==> config.mk <==
export PLATFORM = sky130hd
export DESIGN_NAME = rom16x1_reader
export DESIGN_NICKNAME = d
export VERILOG_FILES = /design/src/rtl/rom16x1_reader_pkg.sv /design/src/rtl/rom16x1_adr_seq.sv /design/src/rtl/rom16x1_reader.sv
export SDC_FILE = /design/constraint.sdc
export NUM_CORES = 1
export LEC_CHECK = 0
export CAP_MARGIN = 10
export CORE_ASPECT_RATIO = 1.75
export CORE_UTILIZATION = 48
export DETAILED_ROUTE_END_ITERATION = 16
export GPL_TIMING_DRIVEN = 0
export PLACE_DENSITY = 0.81
export SLEW_MARGIN = 15
export SYNTH_ARGS = -nofsm -noshare
export SYNTH_HDL_FRONTEND = slang
export SYNTH_SLANG_ARGS = --single-unit
==> constraint.sdc <==
create_clock -name i_clk -period 2 [get_ports i_clk]
set_clock_uncertainty 0.05 [all_clocks]
set_input_delay 0.3 -clock i_clk [delete_from_list [all_inputs] [get_ports i_clk]]
set_output_delay 0.3 -clock i_clk [all_outputs]
set_load 0.005 [all_outputs]
==> src/rtl/rom16x1_reader_pkg.sv <==
// Shared definitions for the ROM16X1 readback sequencer: scan state encoding,
// address geometry and the wrapping address increment.
package rom16x1_reader_pkg;

    localparam int ADR_W = 4;
    localparam int DEPTH = 16;

    typedef enum logic [1:0] {
        ST_IDLE   = 2'd0,
        ST_SETTLE = 2'd1,
        ST_DONE   = 2'd2
    } state_t;

    // 15 rolls over to 0 so a scan with LAST < FIRST walks through the top of the ROM
    function automatic logic [ADR_W-1:0] adr_wrap_inc(input logic [ADR_W-1:0] adr);
        return adr + ADR_W'(1);
    endfunction

endpackage

==> src/rtl/rom16x1_adr_seq.sv <==
// Address sequencer for the ROM scan: holds the ROM address, the settle
// down-counter and the latched last address; flags when O may be sampled.
module rom16x1_adr_seq
    import rom16x1_reader_pkg::*;
#(
    parameter logic [ADR_W-1:0] SETTLE_CYCLES = 4'd1
) (
    input  logic             i_clk,
    input  logic             i_rst_n,
    input  logic             i_load,
    input  logic             i_active,
    input  logic [ADR_W-1:0] i_first,
    input  logic [ADR_W-1:0] i_last,
    output logic [ADR_W-1:0] o_adr,
    output logic             o_sample_en,
    output logic             o_at_last
);

    logic [ADR_W-1:0] r_adr;
    logic [ADR_W-1:0] r_cnt;
    logic [ADR_W-1:0] r_last;

    // Address/counter update: load on scan start, count down, then step to the next address
    always_ff @(posedge i_clk) begin
        if (!i_rst_n) begin
            r_adr  <= {ADR_W{1'b0}};
            r_cnt  <= {ADR_W{1'b0}};
            r_last <= {ADR_W{1'b0}};
        end else if (i_load) begin
            r_adr  <= i_first;
            r_cnt  <= SETTLE_CYCLES;
            r_last <= i_last;
        end else if (i_active) begin
            if (r_cnt != {ADR_W{1'b0}}) begin
                r_cnt <= r_cnt - ADR_W'(1);
            end else if (r_adr != r_last) begin
                r_adr <= adr_wrap_inc(r_adr);
                r_cnt <= SETTLE_CYCLES;
            end
        end
    end

    assign o_adr       = r_adr;
    assign o_sample_en = i_active && (r_cnt == {ADR_W{1'b0}});
    assign o_at_last   = (r_adr == r_last);

endmodule

==> src/rtl/rom16x1_reader.sv <==
// ROM16X1 readback sequencer: scans an address range, samples O after a settle
// time and returns the assembled DATA/MASK words on a VALID/READY handshake.
module rom16x1_reader
    import rom16x1_reader_pkg::*;
#(
    parameter int unsigned SETTLE_CYCLES = 1
) (
    input  logic             i_clk,
    input  logic             i_rst_n,
    input  logic             i_start,
    input  logic [ADR_W-1:0] i_first_adr,
    input  logic [ADR_W-1:0] i_last_adr,
    output logic             o_a0,
    output logic             o_a1,
    output logic             o_a2,
    output logic             o_a3,
    input  logic             i_o_in,
    output logic [DEPTH-1:0] o_data,
    output logic [DEPTH-1:0] o_mask,
    output logic             o_valid,
    input  logic             i_ready,
    output logic             o_busy
);

    localparam logic [ADR_W-1:0] L_SETTLE = ADR_W'(SETTLE_CYCLES);

    state_t           r_state;
    state_t           w_next;
    logic             w_load;
    logic             w_active;
    logic             w_sample_en;
    logic             w_at_last;
    logic [ADR_W-1:0] w_adr;
    logic [DEPTH-1:0] r_data;
    logic [DEPTH-1:0] r_mask;
    logic             r_valid;
    logic             r_busy;

    assign w_active = (r_state == ST_SETTLE);

    rom16x1_adr_seq #(
        .SETTLE_CYCLES (L_SETTLE)
    ) u_adr_seq (
        .i_clk       (i_clk),
        .i_rst_n     (i_rst_n),
        .i_load      (w_load),
        .i_active    (w_active),
        .i_first     (i_first_adr),
        .i_last      (i_last_adr),
        .o_adr       (w_adr),
        .o_sample_en (w_sample_en),
        .o_at_last   (w_at_last)
    );

    // Scan state register
    always_ff @(posedge i_clk) begin
        if (!i_rst_n) begin
            r_state <= ST_IDLE;
        end else begin
            r_state <= w_next;
        end
    end

    // Next-state decode; START is only honoured when sampled in IDLE
    always_comb begin
        w_next = r_state;
        w_load = 1'b0;
        case (r_state)
            ST_IDLE: begin
                if (i_start) begin
                    w_next = ST_SETTLE;
                    w_load = 1'b1;
                end else begin
                    w_next = ST_IDLE;
                end
            end
            ST_SETTLE: begin
                if (w_sample_en && w_at_last) begin
                    w_next = ST_DONE;
                end else begin
                    w_next = ST_SETTLE;
                end
            end
            ST_DONE: begin
                if (i_ready) begin
                    w_next = ST_IDLE;
                end else begin
                    w_next = ST_DONE;
                end
            end
            default: begin
                w_next = ST_IDLE;
            end
        endcase
    end

    // DATA/MASK capture: cleared at scan start, one bit written per sampled address
    always_ff @(posedge i_clk) begin
        if (!i_rst_n) begin
            r_data <= {DEPTH{1'b0}};
            r_mask <= {DEPTH{1'b0}};
        end else if (w_load) begin
            r_data <= {DEPTH{1'b0}};
            r_mask <= {DEPTH{1'b0}};
        end else if (w_sample_en) begin
            r_data[w_adr] <= i_o_in;
            r_mask[w_adr] <= 1'b1;
        end
    end

    // Status flags registered from the next state so they line up with r_state
    always_ff @(posedge i_clk) begin
        if (!i_rst_n) begin
            r_valid <= 1'b0;
            r_busy  <= 1'b0;
        end else begin
            r_valid <= (w_next == ST_DONE);
            r_busy  <= (w_next != ST_IDLE);
        end
    end

    assign o_a0    = w_adr[0];
    assign o_a1    = w_adr[1];
    assign o_a2    = w_adr[2];
    assign o_a3    = w_adr[3];
    assign o_data  = r_data;
    assign o_mask  = r_mask;
    assign o_valid = r_valid;
    assign o_busy  = r_busy;

endmodule

==> run_results.csv, run 1 <==
group,metric,value,unit
cells_and_area,final_nets,290,
clock_network,ctsHoldBuffers,0,
power_and_ir_drop,p_per_area,844.0,nW/um2
sta,setup_tns,0,ns
logic_synthesis,ys.flop_type,"dfxtp_1",
placement,dp_cells,314,
route,viasPerCell,5.323,
outcome,outcome,"completed",
clock_network,clock-root-buffer,"clkbuf_8",
placement,globalplace.congestion,0.8177,
clock_network,cts_buffers,5,
logic_synthesis,yosys.area.top_type,"dfxtp_1",
logic_synthesis,synthArstFlopShare,0,%
power_and_ir_drop,p_leak,0.9955,nW
clock_network,htree_levels,2,
hold_path,worstHoldEndpoint,"u_adr_seq.r_cnt[0]$_SDFFE_PN0P_",
cells_and_area,diodes,0,
clock_network,cts.path.max_buffers,2,
worst_setup_path,reg2reg_depth,6,
cells_and_area,final_area,2601,um2
route,drc,0,
sta,max-slew-margin-rel,66.07,%
power_and_ir_drop,seqPwrFrac,48.1,%
logic_synthesis,yosysSeqAreaShare,49.55,%
route,drtPass1Iterations,4,
global_routing,grt_pass1_vias,1597,
worst_setup_path,critical_path_arrival,2.05,ns
floorplanning,row_count,30,
clock_network,clkSinkCount,48,
logic_synthesis,netlist_area,1939,um2
cells_and_area,syn2layout_area_growth,34.13,%
logic_synthesis,syn_nets,234,
logic_synthesis,ys_warn_count,0,
floorplanning,start_util,50.16,%
power_and_ir_drop,swShare,28.62,%
global_routing,grt_start_max_net_pins,16,
global_routing,antenna_found_initial,0,
worst_setup_path,critPathKind,"reg -> reg",
clock_network,cts_tree,"built",
sta,tightest_slew,0.5090,ns
sta,rsz0062_at_grt,"no",
logic_synthesis,ys_ff_latch,48,
logic_synthesis,ys_types,32,
floorplanning,fp.dieH,86.09,um
hold_path,hold_class,"in -> reg",
floorplanning,core,3866,um2
worst_setup_path,worstSetupStartpointType,"register",
global_routing,grtUsageTotal,21.35,%
hold_path,hold_path.startpoint,"i_rst_n",
logic_synthesis,synth-edff-count,0,
sta,hold_viol,0,
worst_setup_path,crit_required,2.13,ns
worst_setup_path,r2r_end,"o_data[6]$_SDFFE_PP0P_",
global_routing,grt_pass1_wl,7017,um
power_and_ir_drop,vdd_ir_drop_max,0.0005310,V
sta,period_needed,1.917,ns
power_and_ir_drop,p_sw,0.0006283,W
clock_network,clk_pin_slew,0.09,ns
cells_and_area,layout-drive-gt1-share,5.474,%
floorplanning,fp.dieArea,4309,um2
sta,setup_violations,0,
worst_setup_path,setup.worst_path.end_class,"register",
cells_and_area,n_fill_cell,333,
power_and_ir_drop,p_clk_share,31.5,%
placement,hpwl,3206,um
clock_network,cts_setup_buffers,0,
worst_setup_path,r2r-start,"u_adr_seq.r_cnt[1]$_SDFFE_PP0P_",
floorplanning,die_w,50.05,um
worst_setup_path,r2r_setup_slack,0.08,ns
sta,drv_slew,0,
route,wire_per_inst,13.17,um
sta,timing.final.crit_share,95.83,%
global_routing,grt_overflow_total,0,
placement,io_buffers,49,
route,ant_nets,0,
logic_synthesis,synthTopCellsByArea,"dfxtp_1 (50%), mux2i_1 (8.3%), a21oi_1 (6.2%)",
power_and_ir_drop,p_int,0.001567,W
logic_synthesis,synthCells,217,
logic_synthesis,netlist.area_leader.share,49.55,%
logic_synthesis,synth.avg_cell_area,8.937,um2
power_and_ir_drop,comb_power_share,20.4,%
placement,place_area,2490,um2
worst_setup_path,cp_max_fo,10,
route,totalWireLength,4241,um
clock_network,ctsResizeCount,0,
sta,fmax,521.8,MHz
hold_path,min_path_cells,2,
job,drv_cap,0,
route,first_iter_violations,41,
clock_network,clk_latency,0.31,ns
cells_and_area,fin_cells,322,
floorplanning,io_pins,51,
route,vias,1714,
-- final cells by class --
class                      instances  area [um2]  share of cell area (%)
sequential                        48       960.9                   36.94
multi-input combinational        139       854.6                   32.85
timing repair buffer              49       490.5                   18.86
inverter                          19       71.32                   2.742
clock buffer                       5       68.82                   2.646
tap                               48       60.06                   2.309
buffer                            11       52.55                   2.020
clock inverter                     3       42.54                   1.635
-- per-stage QoR --
step                      utilization, %  hold slack, ns  setup slack [ns]  total power, W
after floorplan                        -          0.3860            0.4146        0.001357
after global placement             64.40          0.3826            0.1392        0.001510
after detailed placement           64.40          0.3872            0.1061        0.001520
after CTS                          67.28          0.2891           0.09961        0.002197
after global routing               67.28          0.2983           0.01265        0.002290
final                              67.28          0.2746           0.08339        0.002195
-- critical path, cell delays in order, from the launching register on --
cell and delay, ns:
dfxtp_1 0.36, nor4_2 0.40, buf_2 0.27, buf_2 0.25
nand4_1 0.19, mux2i_1 0.22, nor2_1 0.05
-- synth_stat cells (4+ instances only) --
master     n
o21ai_1    5
nand4_1   17
nand2_1   14
nand3_1    4
nor2b_1    4
xnor2_1    4
nor2_1    24
clkbuf_1   7
a21oi_1   24
ha_1       4
mux2i_1   16
inv_1     18
dfxtp_1   48
-- how the worst max path moves through the flow --
stage	start	to	slack, ns	cells after the start
final	u_adr_seq.r_cnt[1]$_SDFFE_PP0P_	o_data[6]$_SDFFE_PP0P_	0.08	6
after global routing	u_adr_seq.r_cnt[1]$_SDFFE_PP0P_	o_data[6]$_SDFFE_PP0P_	0.01	6
after CTS	u_adr_seq.r_cnt[1]$_SDFFE_PP0P_	o_data[6]$_SDFFE_PP0P_	0.1	6
after detailed placement	i_start	o_data[13]$_SDFFE_PP0P_	0.11	5
after global placement	i_start	u_adr_seq.r_cnt[1]$_SDFFE_PP0P_	0.14	5
after floorplan	u_adr_seq.r_cnt[1]$_SDFFE_PP0P_	o_data[4]$_SDFFE_PP0P_	0.41	6
-- power by group through the flow --
| stage | combinational [W] | clock (W) | sequential, W |
|---|---|---|---|
| global placement | 0.000436 | 0 | 0.00107 |
| detailed placement | 0.000444 | 0 | 0.00108 |
| CTS | 0.000447 | 0.000696 | 0.00105 |
| global route | 0.000489 | 0.000740 | 0.00106 |
| finish | 0.000447 | 0.000693 | 0.00106 |
| floorplan | 0.000292 | 0 | 0.00107 |
-- state kept, by name, summed over array words and instances (netlist names) --
register / cells
u_adr_seq.r_cnt: 4
o_data: 16
o_valid: 1
u_adr_seq.o_adr: 4
r_state: 2
o_busy: 1
u_adr_seq.r_last: 4
o_mask: 16
-- kinds of logic (layout without fill, tap and decap cells) --
| group | after synthesis | after routing | synth area share (%) |
|---|---|---|---|
| flip-flops | 48 | 48 | 49.55 |
| AND/OR/NAND/NOR | 74 | 74 | 19.68 |
| buffers and inverters | 30 | 87 | 6.387 |
| adder cells (fa/ha/maj) | 4 | 4 | 2.581 |
| AO/OA/AOI/OAI | 41 | 41 | 11.74 |
| multiplexers | 16 | 16 | 8.258 |
| XOR/XNOR | 4 | 4 | 1.806 |
-- routing by layer --
metal | global-route usage (%) | vias to the layer above | part of all wire, %
met5 | 0 | - | 0
met4 | 10.91 | 0 | 2.5
met3 | 3.546 | 8 | 3.3
met2 | 40.00 | 44 | 56
met1 | 21.73 | 803 | 39
li1 | - | 859 | -
-- placed cells by master (no fill, tap or decap), types with 4 or more instances in the layout --
| cell type | instances |
|---|---|
| clkdlybuf4s50_1 | 49 |
| dfxtp_1 | 48 |
| nor2_1 | 24 |
| a21oi_1 | 24 |
| inv_1 | 18 |
| nand4_1 | 17 |
| mux2i_1 | 16 |
| nand2_1 | 14 |
| clkbuf_1 | 7 |
| o21ai_1 | 5 |
| clkbuf_8 | 5 |
| nor2b_1 | 4 |
| xnor2_1 | 4 |
| nand3_1 | 4 |
| ha_1 | 4 |
Power figures use the tool's default switching activity.
==> inputs of run 2 (changes only) <==
Settings changed: MAX_ROUTING_LAYER from default to met4, SETUP_SLACK_MARGIN from default to 0.1.
==> run 2 against run 1 <==
Net effect:
- critical endpoint unchanged
- sequential cell count unchanged
- cell area rose by 0.48%
- largest power group unchanged
- highest routed layer unchanged
- worst hold slack lost 0.0049 ns
- power is 0.23% higher
- critical path depth unchanged
==> run_results.csv, run 2 (synthesis results as in run 1) <==
group,metric,value,unit
clock_network,clock-root-buffer,"clkbuf_8",
cells_and_area,fin_cells,322,
worst_setup_path,crit_required,2.13,ns
power_and_ir_drop,p_leak,1.004,nW
clock_network,cts_tree,"built",
placement,dp_slack,0.1061,ns
power_and_ir_drop,vdd_ir_drop_max,0.0005294,V
power_and_ir_drop,seqPwrFrac,48.0,%
outcome,outcome,"completed",
sta,setup_tns,0,ns
sta,drv_slew,0,
cells_and_area,syn2layout_area_growth,34.77,%
power_and_ir_drop,p_sw,0.0006273,W
cells_and_area,layout-drive-gt1-share,5.839,%
cells_and_area,most-common-layout-cells,"clkdlybuf4s50_1 (49), dfxtp_1 (48), nor2_1 (24), a21oi_1 (24), inv_1 (18)",
sta,hold_viol,0,
floorplanning,row_count,30,
worst_setup_path,crit_chain,"nor4_4 > buf_4 > buf_2 > nand4_1 > mux2i_1 > nor2_1",
worst_setup_path,worstSetupStartpointType,"register",
sta,max-slew-margin-rel,65.77,%
cells_and_area,diodes,0,
sta,setup_ws,0.1965,ns
clock_network,htree_levels,2,
power_and_ir_drop,p_int,0.001573,W
sta,holdWs,0.2697,ns
placement,io_buffers,49,
sta,timing.final.crit_share,90.17,%
global_routing,grt_overflow_total,0,
sta,period_needed,1.803,ns
clock_network,clk_latency,0.31,ns
worst_setup_path,cp_slowest_cell,"dfxtp_1",
floorplanning,fp.dieArea,4309,um2
power_and_ir_drop,p_clk_share,31.4,%
worst_setup_path,cp_max_fo,10,
worst_setup_path,critPathKind,"reg -> reg",
sta,fmax,554.5,MHz
placement,dp_cells,314,
worst_setup_path,cp_top_family,"simple AND/OR/NAND/NOR gates",
power_and_ir_drop,finalPower,0.002200,W
floorplanning,core,3866,um2
global_routing,grt_pass1_vias,1595,
worst_setup_path,cpPeakStageDelay,0.38,ns
placement,globalplace.congestion,0.8299,
floorplanning,fp.dieH,86.09,um
power_and_ir_drop,comb_power_share,20.6,%
worst_setup_path,setup.worst_path.end_class,"register",
cells_and_area,layout_commonest_cell,"clkdlybuf4s50_1",
global_routing,grtUsageTotal,21.97,%
worst_setup_path,path_buf_inv,2,
route,viasPerCell,5.292,
route,drc,0,
global_routing,grt_pass1_wl,7024,um
job,drv_cap,0,
route,first_iter_violations,36,
power_and_ir_drop,p_per_area,841.8,nW/um2
global_routing,antenna_found_initial,0,
clock_network,cts.path.max_buffers,2,
sta,setup_violations,0,
clock_network,cts_buffers,5,
sta,tightest_slew,0.5135,ns
route,ant_nets,0,
route,drtPass1Iterations,4,
clock_network,clkSinkCount,48,
floorplanning,die_w,50.05,um
sta,rsz0062_at_grt,"no",
route,vias,1704,
cells_and_area,final_nets,290,
power_and_ir_drop,swShare,28.51,%
floorplanning,start_util,50.16,%
placement,hpwl,3206,um
cells_and_area,n_fill_cell,330,
global_routing,grt_start_max_net_pins,16,
floorplanning,io_pins,51,
route,totalWireLength,4279,um
worst_setup_path,critical_path_arrival,1.93,ns
hold_path,hold_class,"in -> reg",
clock_network,clk_pin_slew,0.09,ns
route,wire_per_inst,13.29,um
[run 2: area by class of cell]
class | instances | area [um2] | share of cell area (%)
multi-input combinational | 139 | 863.3 | 33.03
sequential | 48 | 960.9 | 36.76
inverter | 19 | 71.32 | 2.729
clock buffer | 5 | 68.82 | 2.633
clock inverter | 3 | 42.54 | 1.628
tap | 48 | 60.06 | 2.298
timing repair buffer | 49 | 490.5 | 18.76
buffer | 11 | 56.30 | 2.154
[run 2: worst paths after layout]
path | startpoint | to | slack (ns) | cells after the start
hold reg to reg | o_mask[11]$_SDFFE_PP0P_ | o_mask[11]$_SDFFE_PP0P_ | 0.40 | 2
setup / recovery | u_adr_seq.r_cnt[1]$_SDFFE_PP0P_ | o_data[6]$_SDFFE_PP0P_ | 0.20 | 6
setup reg to reg | u_adr_seq.r_cnt[1]$_SDFFE_PP0P_ | o_data[6]$_SDFFE_PP0P_ | 0.20 | 6
hold / removal | i_rst_n | u_adr_seq.r_cnt[0]$_SDFFE_PN0P_ | 0.27 | 2
[run 2: metrics by stage]
| step | utilization [%] | instance area (um2) |
|---|---|---|
| floorplan | - | 1939 |
| global placement | 64.40 | 2490 |
| detailed placement | 64.40 | 2490 |
| CTS | 67.35 | 2604 |
| global route | 67.61 | 2614 |
| finish | 67.61 | 2614 |
[run 2: repair_timing]
action | CTS | global route
gates resized for setup | 1 | 3
hold buffers | 0 | 0
pin swaps | 0 | 0
setup endpoints to repair | 1 | 8
hold endpoints to repair | 0 | 0
setup buffers | 0 | 0
[run 2: power by group through the flow]
stage	Combinational, W	Clock (W)	Sequential [W]
after floorplan	0.000292	0	0.00107
after global placement	0.000436	0	0.00107
after detailed placement	0.000444	0	0.00108
after CTS	0.000449	0.000696	0.00105
after global routing	0.000495	0.000739	0.00106
final	0.000453	0.000692	0.00106
[run 2: layer usage]
layer | wire length (um) | up-vias | GRT usage, %
met5 | 0 | - | -
met4 | 102 | 0 | 10.91
met3 | 147 | 8 | 3.546
met2 | 2401 | 48 | 40.00
met1 | 1626 | 788 | 21.73
li1 | - | 860 | -
